### config.mk
export PLATFORM = sky130hd
export DESIGN_NAME = pair_triple_bist
export DESIGN_NICKNAME = d
export VERILOG_FILES = /design/src/rtl/pair_triple_bist.sv
export SDC_FILE = /design/constraint.sdc
export NUM_CORES = 1
export LEC_CHECK = 0
export ABC_AREA = 1
export CORE_MARGIN = 2
export CORE_UTILIZATION = 59
export CTS_BUF_LIST = sky130_fd_sc_hd__clkbuf_2 sky130_fd_sc_hd__clkbuf_4 sky130_fd_sc_hd__clkbuf_8
export DETAILED_ROUTE_END_ITERATION = 7
export GPL_ROUTABILITY_DRIVEN = 0
export PLACE_DENSITY = 0.84
export SLEW_MARGIN = 20
export SYNTH_ARGS = -nofsm -noshare
export SYNTH_HDL_FRONTEND = slang
export SYNTH_SLANG_ARGS = --single-unit
### constraint.sdc
create_clock -name clk -period 2.45 [get_ports clk]
set_input_delay 0.3675 -clock clk [delete_from_list [all_inputs] [get_ports clk]]
set_output_delay 0.3675 -clock clk [all_outputs]
set_load 0.005 [all_outputs]
### src/rtl/pair_triple_bist.sv
// Self-test sequencer for the three-input majority detector: walks all eight
// input patterns, compares the detector response and records the failures.
module pair_triple_bist #(
    parameter int unsigned SETTLE_CYCLES = 1
) (
    input  logic       clk,
    input  logic       reset,
    input  logic       start,
    output logic       dut_in0,
    output logic       dut_in1,
    output logic       dut_in2,
    input  logic       dut_out,
    output logic       busy,
    output logic       done,
    output logic       pass,
    output logic [3:0] fail_count,
    output logic [7:0] fail_mask,
    output logic [2:0] first_fail
);

    localparam int unsigned SW = 4;
    localparam int unsigned PW = 3;

    typedef enum logic [1:0] {
        IDLE = 2'd0,
        RUN  = 2'd1,
        DONE = 2'd2
    } state_t;

    state_t          state;
    logic [PW-1:0]   pat;
    logic [SW-1:0]   settle;

    logic expected_c;
    logic mismatch_c;
    logic last_settle_c;

    // Majority of the pattern currently driven; dut_in0 is the MSB.
    assign expected_c    = (pat[2] & pat[1]) | (pat[2] & pat[0]) | (pat[1] & pat[0]);
    assign mismatch_c    = (dut_out != expected_c);
    assign last_settle_c = (settle == SW'(SETTLE_CYCLES - 1));

    always_ff @(posedge clk) begin
        if (reset) begin
            state                       <= IDLE;
            pat                         <= '0;
            settle                      <= '0;
            busy                        <= 1'b0;
            done                        <= 1'b0;
            pass                        <= 1'b0;
            fail_count                  <= '0;
            fail_mask                   <= '0;
            first_fail                  <= '0;
            {dut_in0, dut_in1, dut_in2} <= 3'b000;
        end else begin
            case (state)
                IDLE, DONE: begin
                    if (start) begin
                        state                       <= RUN;
                        pat                         <= '0;
                        settle                      <= '0;
                        busy                        <= 1'b1;
                        done                        <= 1'b0;
                        pass                        <= 1'b0;
                        fail_count                  <= '0;
                        fail_mask                   <= '0;
                        first_fail                  <= '0;
                        {dut_in0, dut_in1, dut_in2} <= 3'b000;
                    end
                end
                RUN: begin
                    if (last_settle_c) begin
                        settle <= '0;
                        if (mismatch_c) begin
                            fail_mask[pat] <= 1'b1;
                            fail_count     <= fail_count + 4'd1;
                            if (fail_count == 4'd0) begin
                                first_fail <= pat;
                            end
                        end
                        // Last pattern compared: publish the verdict and release the detector.
                        if (pat == 3'd7) begin
                            state                       <= DONE;
                            busy                        <= 1'b0;
                            done                        <= 1'b1;
                            pass                        <= (fail_count == 4'd0) && !mismatch_c;
                            {dut_in0, dut_in1, dut_in2} <= 3'b000;
                        end else begin
                            pat                         <= pat + 3'd1;
                            {dut_in0, dut_in1, dut_in2} <= pat + 3'd1;
                        end
                    end else begin
                        settle <= settle + SW'(1);
                    end
                end
                default: begin
                    state <= IDLE;
                    busy  <= 1'b0;
                    done  <= 1'b0;
                end
            endcase
        end
    end

endmodule

==> flow_summary.rst <==
.. list-table::
   :header-rows: 1

   * - Metric
     - Value
   * - Run status
     - finished clean
   * - Maximum buffer depth of the clock tree
     - 2
   * - Sequential cell area in the final layout
     - 580.6 sq um
   * - Number of max-slew violations in the final report
     - 0
   * - Worst-margin pin slew
     - 0.3690 ns
   * - Height of the die
     - 54.85 um
   * - DRC violation count after routing
     - 0
   * - Critical Path, Cell by Cell
     - ha_1 > ha_1 > nor2_1 > inv_1 > nand2_1 > nand2_1 > o21ai_0 > a21oi_1
   * - Biggest fanout along the worst timing path
     - 10
   * - Total Neg Setup Slack
     - 0 ns
   * - Vias per cell
     - 5.209
   * - Clock sinks
     - 29
   * - Setup Viol. Count Final
     - 0
   * - IO buf count
     - 24
   * - Class of the tightest hold or removal check
     - register to register
   * - TritonCTS clock tree
     - done
   * - Hold-fix buffers, CTS
     - 0
   * - Leakage Power
     - 0.7376 nW
   * - Root buffer cell
     - clkbuf_4
   * - Fmax achieved
     - 589.1 MHz
   * - Total inserted antenna cells
     - 0
   * - Worst setup slack after layout
     - 0.7526 ns
   * - Startpoint type of the worst setup path
     - register
   * - Initial antenna violation count
     - 0
   * - Critical setup path kind
     - register to register
   * - Die Footprint
     - 3008 sq um
   * - Routed Wire Length
     - 2.912 mm
   * - Capturing element type of the critical path
     - register
   * - Max-slew headroom
     - 75.32%
   * - Effective utilization at floorplan
     - 62.13%
   * - Combined area of the multi-input logic cells
     - 772.0 sq um
   * - CTS buffer count
     - 5
   * - Via count of the first global-routing pass
     - 1189
   * - Layout Skew
     - 0.008456 ns
   * - Clock insertion delay at the later pin of the skew report
     - 0.33 ns
   * - Cell class contributing the biggest share of worst-path delay
     - adder cells
   * - P&R area growth vs syn
     - 17.80%
   * - Post-Place Worst Slack
     - 0.5967 ns
   * - Min cycle time layout
     - 1.697 ns
   * - Yosys warning count
     - 0
   * - Global route total overflow
     - 0
   * - Half-perimeter wire length of the detailed placement result
     - 2.074 mm
   * - Buffering stage count on the worst path with inverters included
     - 1
   * - Post-synthesis area per instance
     - 7.703 sq um
   * - First DRT Iteration DRCs
     - 12
   * - Max H-tree Level
     - 2
   * - Number of different library cells in the post-synthesis netlist
     - 29
   * - Endpoint arrival time on the critical path
     - 1.92 ns
   * - First drt pass iteration count
     - 4
   * - Seq cells post-synth
     - 29
   * - Final-layout fill cell count
     - 198
   * - Number of gates resized after cts
     - 0
   * - Ratio of cells with drive above 1 in the final layout
     - 12.11%
   * - Final worst path period share
     - 69.28%
   * - Routed length per instance
     - 11.51 um
   * - Number of nets produced by synthesis
     - 208
   * - Most common cell after layout, fill and taps aside
     - nand2_1
   * - Setup repair after global routing missed its margin
     - no
   * - Required time of the critical path
     - 2.67 ns
   * - Hold Fails Final Rpt
     - 0
   * - Max stage delay cell, worst path
     - dfxtp_1
   * - First-pass GRT wire length
     - 4.795 mm
   * - Die Width
     - 54.85 um
   * - Number of ports placed on the die boundary
     - 25
   * - Setup Fix Bufs, Post-CTS
     - 0
   * - Core outline area
     - 2455 sq um
   * - Maximum cell stage delay along the critical path
     - 0.43 ns
   * - Overall Global Routing Usage
     - 23.10%
   * - Count of vias placed by the detailed router
     - 1318
   * - Cell count after synthesis
     - 198
   * - Largest net degree at the start of global routing
     - 20
   * - Share of the yosys chip area belonging to registers
     - 38.06%
   * - Peak supply drop
     - 0.0005772 V
   * - Post-CTS clock slew at the launch and capture registers of the worst setup and hold paths
     - 0.09 ns
   * - Number of nets at the end of the flow
     - 233
   * - Syn Std Cell Area
     - 1525 sq um
   * - Max-cap violations
     - 0
   * - Placement row count
     - 18
   * - Commonest non-fill, non-tap cells in the layout
     - 33 x nand2_1, 29 x dfxtp_1, 28 x nor2_1
   * - Antenna-violating nets left
     - 0
   * - Areal power density over the cells
     - 603.9 nW/um^2
==> state kept, by name (all words and copies together), names as in the netlist <==
signal	cells
pass	1
dut_in2	1
state	2
dut_in0	1
pat	3
busy	1
fail_count	4
settle	4
fail_mask	8
first_fail	3
dut_in1	1
==> cells in the mapped netlist <==
cell type,instances,area (sq um)
inv_1,24,90.09
buf_12,1,20.02
nor3_2,1,10.01
o21bai_1,1,7.510
nand4_1,2,12.51
xor2_1,2,17.52
a211oi_2,1,12.51
nand3_2,4,40.04
o21ai_0,5,25.02
or2_2,1,6.260
xnor2_1,1,8.760
ha_1,6,75.07
buf_6,3,33.78
nor3b_1,1,7.510
nor2_4,1,11.26
nand2_8,1,20.02
nand4_2,1,12.51
a21oi_1,23,115.1
nand2_4,3,33.78
inv_4,1,6.260
nand3_4,1,17.52
buf_4,1,7.510
nor2_1,28,105.1
inv_8,1,11.26
clkbuf_1,1,3.750
nand2_1,33,123.9
nand2_2,4,25.02
nand3_1,17,85.08
dfxtp_1,29,580.6
==> worst paths after layout <==
path / from / end / slack (ns) / depth (start not counted)
worst max-delay path: pat[0] / pat[0] / 0.75 / 8
worst max register to register: pat[0] / pat[0] / 0.75 / 8
worst min register to register: fail_mask[4] / fail_mask[4] / 0.46 / 2
worst min-delay path: fail_mask[4] / fail_mask[4] / 0.46 / 2
==> metrics by stage <==
step	power [W]	instances	area (sq um)	utilization, %	hold WS (ns)
3_5_place_dp	0.0007913	246	1738	70.80	0.4476
5_1_grt	0.001150	253	1797	73.19	0.4776
6_report	0.001085	253	1797	73.19	0.4570
3_3_place_gp	0.0007869	246	1738	70.80	0.4375
2_1_floorplan	0.0007239	198	1525	-	0.4466
4_1_cts	0.001096	253	1797	73.19	0.4581
==> power breakdown <==
group | internal, W | total, W | switching [W]
Clock | 0.000146 | 0.000302 | 0.000156
Combinational | 0.000110 | 0.000249 | 0.000139
Sequential | 0.000503 | 0.000534 | 0.0000308
==> area by class of cell <==
class,instances,area share [%]
Multi-Input combinational cell,137,42.97
Sequential cell,29,32.31
Timing Repair Buffer,24,13.37
Inverter,26,5.989
Clock buffer,7,3.273
Tap cell,30,2.089
==> logic make-up after synthesis <==
family                   Yosys count  synth area share [%]
XOR/XNOR                           3                 1.723
flip-flops                        29                 38.06
adder cells (fa/ha/maj)            6                 4.922
buffers and inverters             32                 11.32
AO/OA/AOI/OAI                     30                 10.50
AND/OR/NAND/NOR                   98                 33.47
==> routing by layer <==
| metal | vias to the layer above | GRT usage, % | part of all wire (%) |
|---|---|---|---|
| li1 | 685 | - | - |
| met1 | 601 | 25.71 | 44 |
| met2 | 24 | 39.29 | 49 |
| met3 | 8 | 8.197 | 4.6 |
| met4 | 0 | 10.00 | 2.1 |
| met5 | - | 0 | 0 |
==> tightest hold or removal path: stages, from the launching register on <==
cell and delay (ns):
dfxtp_1 0.31, inv_1 0.04, a21oi_1 0.05
Power figures use the tool's default switching activity.
